### src/rtl/h14tx_pkg.sv
// Shared types and default parameters for the TX PLL reset sequencer.
package h14tx_pkg;

  typedef enum logic [2:0] {
    ST_RESET     = 3'd0,
    ST_WAIT_LOCK = 3'd1,
    ST_SETTLE    = 3'd2,
    ST_RUN       = 3'd3,
    ST_FAULT     = 3'd4
  } pll_ctrl_state_e;

  localparam int unsigned RESET_CYCLES_DEF  = 16;
  localparam int unsigned LOCK_TIMEOUT_DEF  = 65536;
  localparam int unsigned SETTLE_CYCLES_DEF = 1024;
  localparam int unsigned MAX_RETRIES_DEF   = 7;

  function automatic int unsigned max3(int unsigned a, int unsigned b, int unsigned c);
    int unsigned m;
    m = (a > b) ? a : b;
    return (m > c) ? m : c;
  endfunction

endpackage

### src/rtl/h14tx_pll_ctrl_if.sv
// Control/status bundle between the PLL sequencer (master) and the PLL wrapper/downstream (slave).
interface h14tx_pll_ctrl_if;
  logic       lock;
  logic       restart;
  logic       pll_rst_n;
  logic       timings_rst_n;
  logic       ready;
  logic       fault;
  logic [3:0] retry_cnt;
  logic [7:0] lock_loss_cnt;

  modport master (
    input  lock, restart,
    output pll_rst_n, timings_rst_n, ready, fault, retry_cnt, lock_loss_cnt
  );

  modport slave (
    output lock, restart,
    input  pll_rst_n, timings_rst_n, ready, fault, retry_cnt, lock_loss_cnt
  );
endinterface

### src/rtl/h14tx_sync.sv
// Generic 2-flop synchronizer for asynchronous inputs into the ref_clk domain.
module h14tx_sync #(
  parameter int WIDTH = 1
) (
  input  logic             ref_clk,
  input  logic             rst_n,
  input  logic [WIDTH-1:0] d,
  output logic [WIDTH-1:0] q
);
  logic [WIDTH-1:0] meta;

  always_ff @(posedge ref_clk or negedge rst_n) begin
    if (!rst_n) begin
      meta <= '0;
      q    <= '0;
    end else begin
      meta <= d;
      q    <= meta;
    end
  end
endmodule

### src/rtl/h14tx_pll_ctrl.sv
// TX PLL sequencer: PLL reset, lock wait with timeout, lock qualification, then
// release of the downstream reset. Bounded retries end in a sticky fault.
module h14tx_pll_ctrl
  import h14tx_pkg::*;
#(
  parameter int unsigned ResetCycles  = RESET_CYCLES_DEF,
  parameter int unsigned LockTimeout  = LOCK_TIMEOUT_DEF,
  parameter int unsigned SettleCycles = SETTLE_CYCLES_DEF,
  parameter int unsigned MaxRetries   = MAX_RETRIES_DEF
) (
  input logic              ref_clk,
  input logic              rst_n,
  h14tx_pll_ctrl_if.master bus
);
  localparam int unsigned CNT_MAX = max3(ResetCycles, LockTimeout, SettleCycles);
  localparam int unsigned CW      = $clog2(CNT_MAX);

  pll_ctrl_state_e state, state_nxt;
  logic [CW-1:0]   cnt, cnt_nxt;
  logic [3:0]      retry, retry_nxt;
  logic [7:0]      lls, lls_nxt;
  logic            lock_s;
  logic            pll_rst_n_q, timings_rst_n_q, ready_q, fault_q;

  h14tx_sync #(.WIDTH(1)) u_lock_sync (
    .ref_clk (ref_clk),
    .rst_n   (rst_n),
    .d       (bus.lock),
    .q       (lock_s)
  );

  always_comb begin
    state_nxt = state;
    cnt_nxt   = cnt + CW'(1);
    retry_nxt = retry;
    lls_nxt   = lls;
    case (state)
      ST_RESET: begin
        if (cnt == CW'(ResetCycles - 1)) begin
          state_nxt = ST_WAIT_LOCK;
          cnt_nxt   = '0;
        end
      end
      ST_WAIT_LOCK: begin
        if (lock_s) begin
          state_nxt = ST_SETTLE;
          cnt_nxt   = '0;
        end else if (cnt == CW'(LockTimeout - 1)) begin
          cnt_nxt = '0;
          if (retry == 4'(MaxRetries)) begin
            state_nxt = ST_FAULT;
          end else begin
            state_nxt = ST_RESET;
            retry_nxt = retry + 4'd1;
          end
        end
      end
      ST_SETTLE: begin
        // A dropout here is a lock glitch, not a failed attempt.
        if (!lock_s) begin
          state_nxt = ST_WAIT_LOCK;
          cnt_nxt   = '0;
        end else if (cnt == CW'(SettleCycles - 1)) begin
          state_nxt = ST_RUN;
          cnt_nxt   = '0;
        end
      end
      ST_RUN: begin
        cnt_nxt = '0;
        if (!lock_s) begin
          state_nxt = ST_RESET;
          if (lls != 8'hFF) lls_nxt = lls + 8'd1;
        end
      end
      default: begin
        state_nxt = ST_FAULT;
        cnt_nxt   = '0;
      end
    endcase
    if (bus.restart) begin
      state_nxt = ST_RESET;
      cnt_nxt   = '0;
      retry_nxt = '0;
    end
  end

  // Outputs are registered from the next state so they switch on the entering edge.
  always_ff @(posedge ref_clk or negedge rst_n) begin
    if (!rst_n) begin
      state           <= ST_RESET;
      cnt             <= '0;
      retry           <= '0;
      lls             <= '0;
      pll_rst_n_q     <= 1'b0;
      timings_rst_n_q <= 1'b0;
      ready_q         <= 1'b0;
      fault_q         <= 1'b0;
    end else begin
      state           <= state_nxt;
      cnt             <= cnt_nxt;
      retry           <= retry_nxt;
      lls             <= lls_nxt;
      pll_rst_n_q     <= (state_nxt != ST_RESET) && (state_nxt != ST_FAULT);
      timings_rst_n_q <= (state_nxt == ST_RUN);
      ready_q         <= (state_nxt == ST_RUN);
      fault_q         <= (state_nxt == ST_FAULT);
    end
  end

  assign bus.pll_rst_n     = pll_rst_n_q;
  assign bus.timings_rst_n = timings_rst_n_q;
  assign bus.ready         = ready_q;
  assign bus.fault         = fault_q;
  assign bus.retry_cnt     = retry;
  assign bus.lock_loss_cnt = lls;
endmodule

### src/flat_wrapper.sv
// flat-port wrapper written by rule: the top's interface ports become plain ports
module h14tx_pll_ctrl_flat import h14tx_pkg::*;
#(
  parameter int unsigned ResetCycles  = RESET_CYCLES_DEF,
  parameter int unsigned LockTimeout  = LOCK_TIMEOUT_DEF,
  parameter int unsigned SettleCycles = SETTLE_CYCLES_DEF,
  parameter int unsigned MaxRetries   = MAX_RETRIES_DEF
)
  (ref_clk, rst_n, bus_lock, bus_restart, bus_pll_rst_n, bus_timings_rst_n, bus_ready, bus_fault, bus_retry_cnt, bus_lock_loss_cnt);
  h14tx_pll_ctrl_if bus_i ();
  input logic ref_clk;
  input logic rst_n;
  input wire logic [$bits(bus_i.lock)-1:0] bus_lock;
  input wire logic [$bits(bus_i.restart)-1:0] bus_restart;
  output wire logic [$bits(bus_i.pll_rst_n)-1:0] bus_pll_rst_n;
  output wire logic [$bits(bus_i.timings_rst_n)-1:0] bus_timings_rst_n;
  output wire logic [$bits(bus_i.ready)-1:0] bus_ready;
  output wire logic [$bits(bus_i.fault)-1:0] bus_fault;
  output wire logic [$bits(bus_i.retry_cnt)-1:0] bus_retry_cnt;
  output wire logic [$bits(bus_i.lock_loss_cnt)-1:0] bus_lock_loss_cnt;
  assign bus_i.lock = bus_lock;
  assign bus_i.restart = bus_restart;
  assign bus_pll_rst_n = bus_i.pll_rst_n;
  assign bus_timings_rst_n = bus_i.timings_rst_n;
  assign bus_ready = bus_i.ready;
  assign bus_fault = bus_i.fault;
  assign bus_retry_cnt = bus_i.retry_cnt;
  assign bus_lock_loss_cnt = bus_i.lock_loss_cnt;
  h14tx_pll_ctrl #(.ResetCycles(ResetCycles), .LockTimeout(LockTimeout), .SettleCycles(SettleCycles), .MaxRetries(MaxRetries)) u_core (.ref_clk(ref_clk), .rst_n(rst_n), .bus(bus_i));
endmodule
### config.mk
export PLATFORM = sky130hd
export DESIGN_NAME = h14tx_pll_ctrl_flat
export DESIGN_NICKNAME = d
export VERILOG_FILES = /design/src/rtl/h14tx_pkg.sv /design/src/rtl/h14tx_pll_ctrl_if.sv /design/src/rtl/h14tx_sync.sv /design/src/rtl/h14tx_pll_ctrl.sv /design/src/flat_wrapper.sv
export SDC_FILE = /design/constraint.sdc
export NUM_CORES = 1
export LEC_CHECK = 0
export ABC_AREA = 1
export BUFFER_PORTS_ARGS = -buffer_cell sky130_fd_sc_hd__buf_2
export CORE_ASPECT_RATIO = 0.5
export CORE_MARGIN = 3
export CORE_UTILIZATION = 45
export DETAILED_ROUTE_END_ITERATION = 7
export PLACE_DENSITY = 0.75
export SLEW_MARGIN = 20
export SYNTH_ARGS = -nofsm -noshare
export SYNTH_HDL_FRONTEND = slang
export SYNTH_HIERARCHICAL = 1
export SYNTH_SLANG_ARGS = --single-unit
### constraint.sdc
create_clock -name ref_clk -period 3.6 [get_ports ref_clk]
set_input_delay 0.36 -clock ref_clk [delete_from_list [all_inputs] [get_ports ref_clk]]
set_output_delay 0.36 -clock ref_clk [all_outputs]
set_load 0.005 [all_outputs]
==> out/metrics.csv, run 1 <==
metric,value,unit
DIE AREA,5110,sq um
layout filler cell count,357,
Synth cell types,26,
# diodes,0,
status,"finished, final reports clean",
Synthesized Nets,246,
WP data arrival,1730,ps
DR iter-0 viols,79,
wire length per cell,11.1,microns
fin cells,318,
slew margin rel.,46.7,%
hold_buf cts,0,
DRC violations left,0,
most frequent cells in the layout,"nand2_1 (63), nor2_1 (41), dfrtp_1 (36)",
crit-path cells,ha_1 > nand2_1 > nor2_1 > nand2_2 > o21ai_2 > nand3_4 > nand2_4 > nor2_1,
Post-Syn Instances,239,
worst vdd ir,0.135,mV
final hold viol count,0,
Worst path max stage delay,370,ps
gr ovfl total,0,
antenna violations before repair,0,
Reg2Reg Depth,8,
"Reg clk slew, reported paths",80,ps
Clock Skew,11.8,ps
"Seq/Total Area, Yosys",47.2,%
worst hold path type,input port to asynchronous set/reset pin,
crit share post-route,43.4,%
Initial Util,47.9,%
# placed instances,310,
Layout area overhead,12.1,%
CTS resizes,0,
vias in the first global route,1450,
All-Layer GR Usage,15.8,%
floorplan core area,3980,sq um
share of the core filled with cells,53.7,%
# nets final,270,
layout cells sized above 1,14.8,%
"antenna viol nets, final",0,
# Max-Cap Violations,0,
CTS Buf Count,5,
static leakage,0.00113,uW
Placed Area,2050,sq um
clk buf depth,2,
H-tree depth,2,
post-CTS setup buffers,0,
Yosys reg bits,36,
CP endpoint kind,flop,
first-pass GRT wire length,6330,microns
RSZ-0062 raised after global routing,false,
# IOs,20,
slowest CP cell,dfrtp_1,
Via density,4.86,
setup TNS,0,ps
Mapped Area,1910,sq um
"Min Clock Period, post-route",1560,ps
yosys synthesis warning count,6,
Worst Tran Pin Value,800,ps
"Data required, critical path",3770,ps
"commonest non-fill, non-tap cell in the layout",nand2_1,
Clock Sinks,36,
Worst path most repeated cell,nor2_1,
FP Rows,16,
Root Buffer,clkbuf_8,
Bufs and invs on worst path,0,
max-slew violations,0,
Mean Syn Cell Area,7.99,sq um
Setup crit start kind,flop,
die width,98.1,microns
pin count of the biggest net entering global routing,37,
"Design Area, Final",2140,sq um
Total Routed Length,3530,microns
TritonCTS clock tree,yes,
placer congestion estimate,0.820,
later-pin clock latency in the skew report,290,ps
Top delay family on crit path,simple AND/OR/NAND/NOR gates,
Max Clock Freq,640,MHz
worst setup path category,flop to flop,
"Max FO, Critical Path",13,
# setup viols final,0,
Vias,1546,
Die Span Y,52.1,microns
router iterations before antenna repair,4,
Crit path depth,8,
input/output buffers,19,
Post-DP HPWL,2560,microns
Power per Cell Area,335,nW/um^2
## stage by stage
stage	power (uW)	worst slack (ps)	hold WS (ps)
global route	752	1790	172
detailed placement	443	2030	347
global placement	442	2040	334
floorplan	430	2120	64.4
CTS	728	2030	167
finish	716	2040	147
## worst reg2reg max path: stages, from the launching register on
cell     delay [ps]
dfrtp_1         370
ha_1            210
nand2_1          60
nor2_1          150
nand2_2         110
o21ai_2         210
nand3_4         120
nand2_4         150
nor2_1           60
## path summary, 6_finish.rpt
check | slack (ps) | from | to
hold reg to reg | 360 | u_core/u_lock_sync/meta | u_core/u_lock_sync/q
setup reg to reg | 2040 | u_core/cnt[0] | u_core/cnt[0]
setup / recovery | 2040 | u_core/cnt[0] | u_core/cnt[0]
min in group ref_clk | 190 | bus_lock | u_core/u_lock_sync/meta
hold / removal | 150 | rst_n | u_core/bus.fault
max in group asynchronous | 2930 | rst_n | u_core/u_lock_sync/q
## power breakdown
part	total, uW	internal, uW	switching [uW]
Clock	282	135	147
Combinational	22.1	5.25	16.8
Sequential	412	408	3.74
Total	716	548	168
## final cells by class
cell class	instances	area [sq um]	share of cell area, %
clock buffer	5	68.8	3.21
inverter	30	113	5.26
timing repair buffer	19	95.1	4.44
tap	54	67.6	3.16
sequential	36	901	42.1
clock inverter	3	18.8	0.877
multi-input combinational	171	877	41.0
## cell families after synthesis
group                    synth area share (%)
AO/OA/AOI/OAI                            2.56
XOR/XNOR                                 8.26
AND/OR/NAND/NOR                          33.2
adder cells (fa/ha/maj)                  1.97
flip-flops                               47.2
buffers and inverters                    6.88
## per-layer routing
metal  GRT usage, %  share of wire (%)  vias up
met4           6.90                1.5        0
met1           20.2                 50      714
met5              0                  0        -
li1               -                  -      788
met2           25.7                 45       37
met3           4.02                4.2        7
## cells in the mapped netlist
cell / count / share of area, %
nand4_1: 3 / 0.98
nor4_2: 1 / 0.66
o21ai_2: 1 / 0.46
nor2_2: 2 / 0.66
nor2_4: 1 / 0.59
buf_6: 1 / 0.59
o211ai_1: 1 / 0.39
xnor2_1: 2 / 0.92
buf_4: 1 / 0.39
a21oi_1: 2 / 0.52
inv_2: 1 / 0.20
inv_1: 29 / 5.7
o21bai_1: 1 / 0.39
ha_1: 3 / 2.0
nand3_4: 1 / 0.92
o21ai_0: 3 / 0.79
nand3_2: 1 / 0.52
nor3_1: 6 / 1.6
dfrtp_1: 36 / 47
nor2_1: 41 / 8.1
nand2_1: 63 / 12
nand2_2: 3 / 0.98
nand3_1: 17 / 4.5
nand3b_1: 2 / 0.79
nand2_4: 1 / 0.59
xor2_1: 16 / 7.3
## flip-flops by register name, summed over array words and instances, names as in the netlist
register                  flops
u_core/state                  3
u_core/bus.ready              1
u_core/bus.pll_rst_n          1
u_core/cnt                   16
u_core/bus.lock_loss_cnt      8
u_core/bus.fault              1
u_core/bus.retry_cnt          4
u_core/u_lock_sync/q          1
u_core/u_lock_sync/meta       1
Note: power is estimated with default switching activity, not from simulation.
==> run 2: changes to the inputs <==
Clock period 3.6 ns to 1.5 ns, I/O delays scaled along.
==> run 2 against run 1 <==
The run now ends with setup timing left. Sequential share of layout area fell by 5.3 points. Hold slack got worse by 62 ps. Clock power increased by 140%. Final cell count increased by 6.0%. Total power grew 150%. Non-clock buffer count up 18. Critical path type unchanged. Largest cell class is now multi-input gates.
==> out/metrics.csv, run 2 (synthesized netlist as in run 1, its figures left out) <==
metric,value,unit,change
router iterations before antenna repair,4,,unchanged
Bufs and invs on worst path,0,,unchanged
"commonest non-fill, non-tap cell in the layout",nand2_1,,unchanged
TritonCTS clock tree,yes,,unchanged
Initial Util,47.9,%,unchanged
RSZ-0062 raised after global routing,true,,was false
Via density,5.13,,was 4.86
Placed Area,2140,sq um,was 2050 sq um
DRC violations left,0,,unchanged
max reg flops,16,,unchanged
All-Layer GR Usage,17.4,%,was 15.8%
share of the core filled with cells,61.7,%,was 53.7%
Top reg by flops,u_core/cnt,,unchanged
H-tree depth,2,,unchanged
WHS,85.1,ps,was 147 ps
placer congestion estimate,0.816,,was 0.820
worst setup path category,flop to flop,,unchanged
first-pass GRT wire length,6940,microns,was 6330 microns
Worst path most repeated cell,nand2_1,,was nor2_1
Worst path max stage delay,440,ps,was 370 ps
Clock Sinks,36,,unchanged
worst hold path type,input port to flop,,was input port to asynchronous set/reset pin
Clock power frac,39.0,%,was 39.4%
Max Clock Freq,639,MHz,was 640 MHz
crit-path cells,nor2_1 > nand2_1 > nor2_4 > nand2_1 > nand2_1 > nand3_4 > nand2_8 > nor2_1,,was ha_1 > nand2_1 > nor2_1 > nand2_2 > o21ai_2 > nand3_4 > nand2_4 > nor2_1
# setup viols final,16,,was 0
die width,98.1,microns,unchanged
WP data arrival,1750,ps,was 1730 ps
vias in the first global route,1619,,was 1450
Switch Pwr,436,uW,was 168 uW
worst vdd ir,0.379,mV,was 0.135 mV
setup TNS,-811,ps,was 0 ps
max-slew violations,0,,unchanged
"Data required, critical path",1690,ps,was 3770 ps
Total Routed Length,4610,microns,was 3530 microns
"Reg clk slew, reported paths",80,ps,about the same
CTS Buf Count,5,,unchanged
Worst Tran Pin Value,460,ps,was 800 ps
slowest CP cell,dfrtp_1,,unchanged
"Min Clock Period, post-route",1560,ps,about the same
"Max FO, Critical Path",7,,was 13
# IOs,20,,unchanged
floorplan core area,3980,sq um,unchanged
final worst setup slack,-64.2,ps,was 2040 ps
FP Rows,16,,unchanged
# nets final,289,,was 270
Tot Pwr,1770,uW,was 716 uW
slew margin rel.,69.4,%,was 46.7%
Setup crit start kind,flop,,unchanged
most frequent cells in the layout,"nand2_1 (57), dfrtp_1 (33), nor2_1 (30)",,"was nand2_1 (63), nor2_1 (41), dfrtp_1 (36)"
"antenna viol nets, final",0,,unchanged
final hold viol count,0,,unchanged
later-pin clock latency in the skew report,300,ps,was 290 ps
Comb power frac,5.0,%,was 3.1%
DR iter-0 viols,117,,was 79
"Design Area, Final",2460,sq um,was 2140 sq um
wire length per cell,13.7,microns,was 11.1 microns
failing checks,setup timing,,
antenna violations before repair,0,,unchanged
# diodes,0,,unchanged
Sw Share,24.6,%,was 23.5%
Die Span Y,52.1,microns,unchanged
Power per Cell Area,720,nW/um^2,was 335 nW/um^2
crit share post-route,104,%,was 43.4%
Vias,1729,,was 1546
gr ovfl total,0,,unchanged
static leakage,0.00126,uW,was 0.00113 uW
pin count of the biggest net entering global routing,37,,unchanged
layout cells sized above 1,29.0,%,was 14.8%
Top delay family on crit path,simple AND/OR/NAND/NOR gates,,unchanged
Layout area overhead,28.8,%,was 12.1%
status,"finished, violations left",,"was finished, final reports clean"
Post-DP HPWL,2720,microns,was 2560 microns
cell-internal power,1330,uW,was 548 uW
Clock Skew,8.81,ps,was 11.8 ps
DIE AREA,5110,sq um,unchanged
input/output buffers,19,,unchanged
Root Buffer,clkbuf_8,,unchanged
clk buf depth,2,,unchanged
CP endpoint kind,flop,,unchanged
# Max-Cap Violations,0,,unchanged
Reg power frac,56.0,%,was 57.5%
## run 2: cell count changes in the layout (fill, tap and decap cells not counted), sizes merged
cell | before | now
buf | 19 | 35
dlygate4sd3 | 0 | 2
nand2 | 67 | 68
## run 2: final timing paths
kind / startpoint / to / slack, ps / depth (start not counted)
max: u_core/cnt[12] / u_core/cnt[4] / -60 / 8
min reg2reg: u_core/u_lock_sync/meta / u_core/u_lock_sync/q / 350 / 0
min: bus_restart / u_core/state[2] / 90 / 2
max reg2reg: u_core/cnt[12] / u_core/cnt[4] / -60 / 8
min in group asynchronous: rst_n / u_core/bus.retry_cnt[0] / 420 / 3
max in group asynchronous: rst_n / u_core/cnt[4] / 720 / 3
## run 2: per-stage QoR
step	setup WS (ps)	cells
after global placement	-29.9	321
after detailed placement	-63.1	321
after floorplan	15.2	239
after global routing	-111	337
after CTS	3.78	332
final	-64.2	337
## run 2: power groups by stage
stage,Sequential (uW),Clock [uW],Combinational (uW)
CTS,986,713,72.5
finish,992,690,88.5
global placement,1000,0,64.7
floorplan,1010,0,26.7
detailed placement,1000,0,65.1
global route,993,752,99.6
## run 2: routing by layer
metal | up-vias | GRT usage (%) | share of wire (%)
met2 | 52 | 31.3 | 50
met5 | - | 0 | 0
li1 | 827 | - | -
met1 | 838 | 20.2 | 42
met4 | 0 | 5.29 | 2.4
met3 | 12 | 5.49 | 4.8
## run 2: worst reg2reg max path, stage by stage (launching register included)
cell	delay [ps]
dfrtp_1	440
nor2_1	200
nand2_1	160
nor2_4	130
nand2_1	70
nand2_1	100
nand3_4	150
nand2_8	140
nor2_1	50
## run 2: repair_timing
action,in CTS,in global routing
cloned,0,1
hold buffers,2,0
setup buffers,1,4
endpoints found under the hold margin,37,0
setup endpoints to repair,17,29
gates resized for setup,6,37
pin swaps,1,13
## run 2: area by class of cell
type	instances	area (sq um)
repair buffers	37	235
multi-input cells	172	1050
clock buffers	5	68.8
flip-flops and latches	36	905
inverters	30	113
fillers	316	1520
well taps	54	67.6
clock inverters	3	18.8
==> run 3: changes to the inputs <==
Settings changed: CORE_UTILIZATION 45 to 50, PLACE_DENSITY 0.75 to 0.8.
Clock period 1.5 ns to 1.8 ns, I/O delays scaled along.
==> run 3 against run 2 <==
The flow now finishes without violations. Non-clock buffer count down 16. Critical path depth stayed put. Total power is 12% lower. Final cell count decreased by 5.9%. Clock skew decreased by 2.5 ps. First-iteration DRC count down 20%. Routed wire length shrank 22%. Core utilization down 0.30 points. Sequential power shrank 17%. Register-to-register slack improved by 280 ps. Worst setup slack improved by 280 ps. Critical path type unchanged. Critical endpoint unchanged. Largest power group unchanged.
==> out/metrics.csv, run 3 (synthesized netlist as in run 1, its figures left out) <==
metric,value,unit,change
met1 WL,1690,microns,was 1950 microns
met2 WL,1750,microns,was 2330 microns
Layout area overhead,14.2,%,was 28.8%
cell-internal power,1240,uW,was 1330 uW
Post-DP HPWL,2590,microns,was 2720 microns
DRC violations left,0,,unchanged
FP Rows,15,,was 16
post-CTS setup buffers,0,,was 1
# setup viols final,0,,was 16
Clock power frac,44.0,%,was 39.0%
worst hold path type,input port to flop,,unchanged
Reg power frac,53.0,%,was 56.0%
hold path startpoint,bus_restart,,unchanged
slew margin rel.,50.1,%,was 69.4%
"Data required, critical path",1970,ps,was 1690 ps
Top Metal Used,met4,,unchanged
r2r setup slk,210,ps,was -60 ps
Setup crit start kind,flop,,unchanged
CTS Buf Count,5,,unchanged
Top reg by flops,u_core/cnt,,unchanged
All-Layer GR Usage,17.6,%,was 17.4%
"commonest non-fill, non-tap cell in the layout",nand2_1,,unchanged
floorplan core area,3550,sq um,was 3980 sq um
"Min Clock Period, post-route",1590,ps,was 1560 ps
max reg flops,16,,unchanged
Initial Util,53.8,%,was 47.9%
worst setup path category,flop to flop,,unchanged
Comb power frac,3.0,%,was 5.0%
routed wl met3,126,microns,was 220 microns
pin count of the biggest net entering global routing,37,,unchanged
TritonCTS clock tree,yes,,unchanged
antenna violations before repair,0,,unchanged
clk buf depth,2,,unchanged
input/output buffers,19,,unchanged
worst vdd ir,0.251,mV,was 0.379 mV
wire length per cell,11.4,microns,was 13.7 microns
Die Span Y,49.7,microns,was 52.1 microns
router iterations before antenna repair,4,,unchanged
WP data arrival,1760,ps,was 1750 ps
die width,93.4,microns,was 98.1 microns
setup TNS,0,ps,was -811 ps
Reg-to-Reg Start,u_core/cnt[0],,was u_core/cnt[12]
Clock Skew,6.32,ps,was 8.81 ps
max-slew violations,0,,unchanged
Max Clock Freq,630,MHz,was 639 MHz
later-pin clock latency in the skew report,290,ps,was 300 ps
# Max-Cap Violations,0,,unchanged
placer congestion estimate,0.847,,was 0.816
Power per Cell Area,713,nW/um^2,was 720 nW/um^2
most frequent cells in the layout,"nand2_1 (63), nor2_1 (40), dfrtp_1 (36)",,"was nand2_1 (57), dfrtp_1 (33), nor2_1 (30)"
"Reg clk slew, reported paths",70,ps,was 80 ps
CP endpoint kind,flop,,unchanged
DIE AREA,4640,sq um,was 5110 sq um
RSZ-0062 raised after global routing,false,,was true
Root Buffer,clkbuf_8,,unchanged
"antenna viol nets, final",0,,unchanged
DR iter-0 viols,94,,was 117
Via density,4.97,,was 5.13
Total Routed Length,3600,microns,was 4610 microns
CP startpoint,u_core/cnt[0],,was u_core/cnt[12]
Clock Sinks,36,,unchanged
gr ovfl total,0,,unchanged
status,"finished, final reports clean",,"was finished, violations left"
Sw Share,20.2,%,was 24.6%
H-tree depth,2,,unchanged
# diodes,0,,unchanged
layout cells sized above 1,14.7,%,was 29.0%
first-pass GRT wire length,6440,microns,was 6940 microns
final worst setup slack,213,ps,was -64.2 ps
"Max FO, Critical Path",13,,was 7
Vias,1577,,was 1729
final hold viol count,0,,unchanged
# IOs,20,,unchanged
pre-CTS WS,194,ps,was -63.1 ps
Worst Tran Pin Value,749,ps,was 460 ps
static leakage,0.00115,uW,was 0.00126 uW
crit share post-route,88.2,%,was 104%
vias in the first global route,1519,,was 1619
# nets final,272,,was 289
Switch Pwr,314,uW,was 436 uW
[run 3: cell types whose count changed in the layout (fill, tap and decap cells not counted), moves of 2 or more]
cell / change
nor2_4: -6
nand2_1: +6
dfrtp_2: -3
nor2_1: +10
dfrtp_1: +3
nor2_2: -4
nand3_4: -2
nand3_1: +3
nand2_2: -2
nand2_4: -4
buf_4: -16
[run 3: worst paths after layout]
path,to,cells after the start
worst max-delay path,u_core/cnt[4],8
worst min-delay path,u_core/state[2],2
worst max register to register,u_core/cnt[4],8
worst min register to register,u_core/u_lock_sync/q,0
max in group asynchronous,u_core/cnt[13],2
min in group asynchronous,u_core/bus.lock_loss_cnt[5],2
[run 3: layer usage]
layer,vias to the layer above,track usage (%)
met2,32,29.8
met4,0,7.30
li1,797,-
met5,-,0
met3,4,4.57
met1,744,21.3
[run 3: worst max-delay path: stages (launching register included)]
cell,delay (ps)
dfrtp_1,370
ha_1,210
nand2_1,70
nor2_1,140
nand2_2,120
o21ai_2,220
nand3_4,120
nand2_4,150
nor2_1,70
[run 3: metrics by stage]
step | hold slack, ps | cell area [sq um] | total power, uW | utilization, % | cells
floorplan | -116 | 1910 | 860 | - | 239
global placement | 289 | 2050 | 883 | 57.8 | 307
detailed placement | 289 | 2050 | 885 | 57.8 | 307
CTS | 127 | 2180 | 1570 | 61.4 | 317
global route | 148 | 2180 | 1620 | 61.4 | 317
finish | 129 | 2180 | 1550 | 61.4 | 317
[run 3: power groups by stage]
stage	sequential [uW]	clock, uW	combinational, uW
final	824	684	46.4
after global routing	825	743	55.3
after CTS	824	700	48.5
after detailed placement	839	0	45.2
after global placement	839	0	44.2
after floorplan	838	0	22.2
[run 3: final cells by class]
type | instances | area (sq um)
clock inverter | 2 | 35.0
multi-input combinational | 171 | 880
clock buffer | 6 | 72.6
fill | 295 | 1370
tap | 51 | 63.8
timing repair buffer | 21 | 115
sequential | 36 | 901
inverter | 30 | 113
[run 3: timing repair]
action	in CTS	in global routing
hold buffers	2	0
hold endpoints to repair	37	0
gates resized for setup	0	1
setup endpoints to repair	0	2
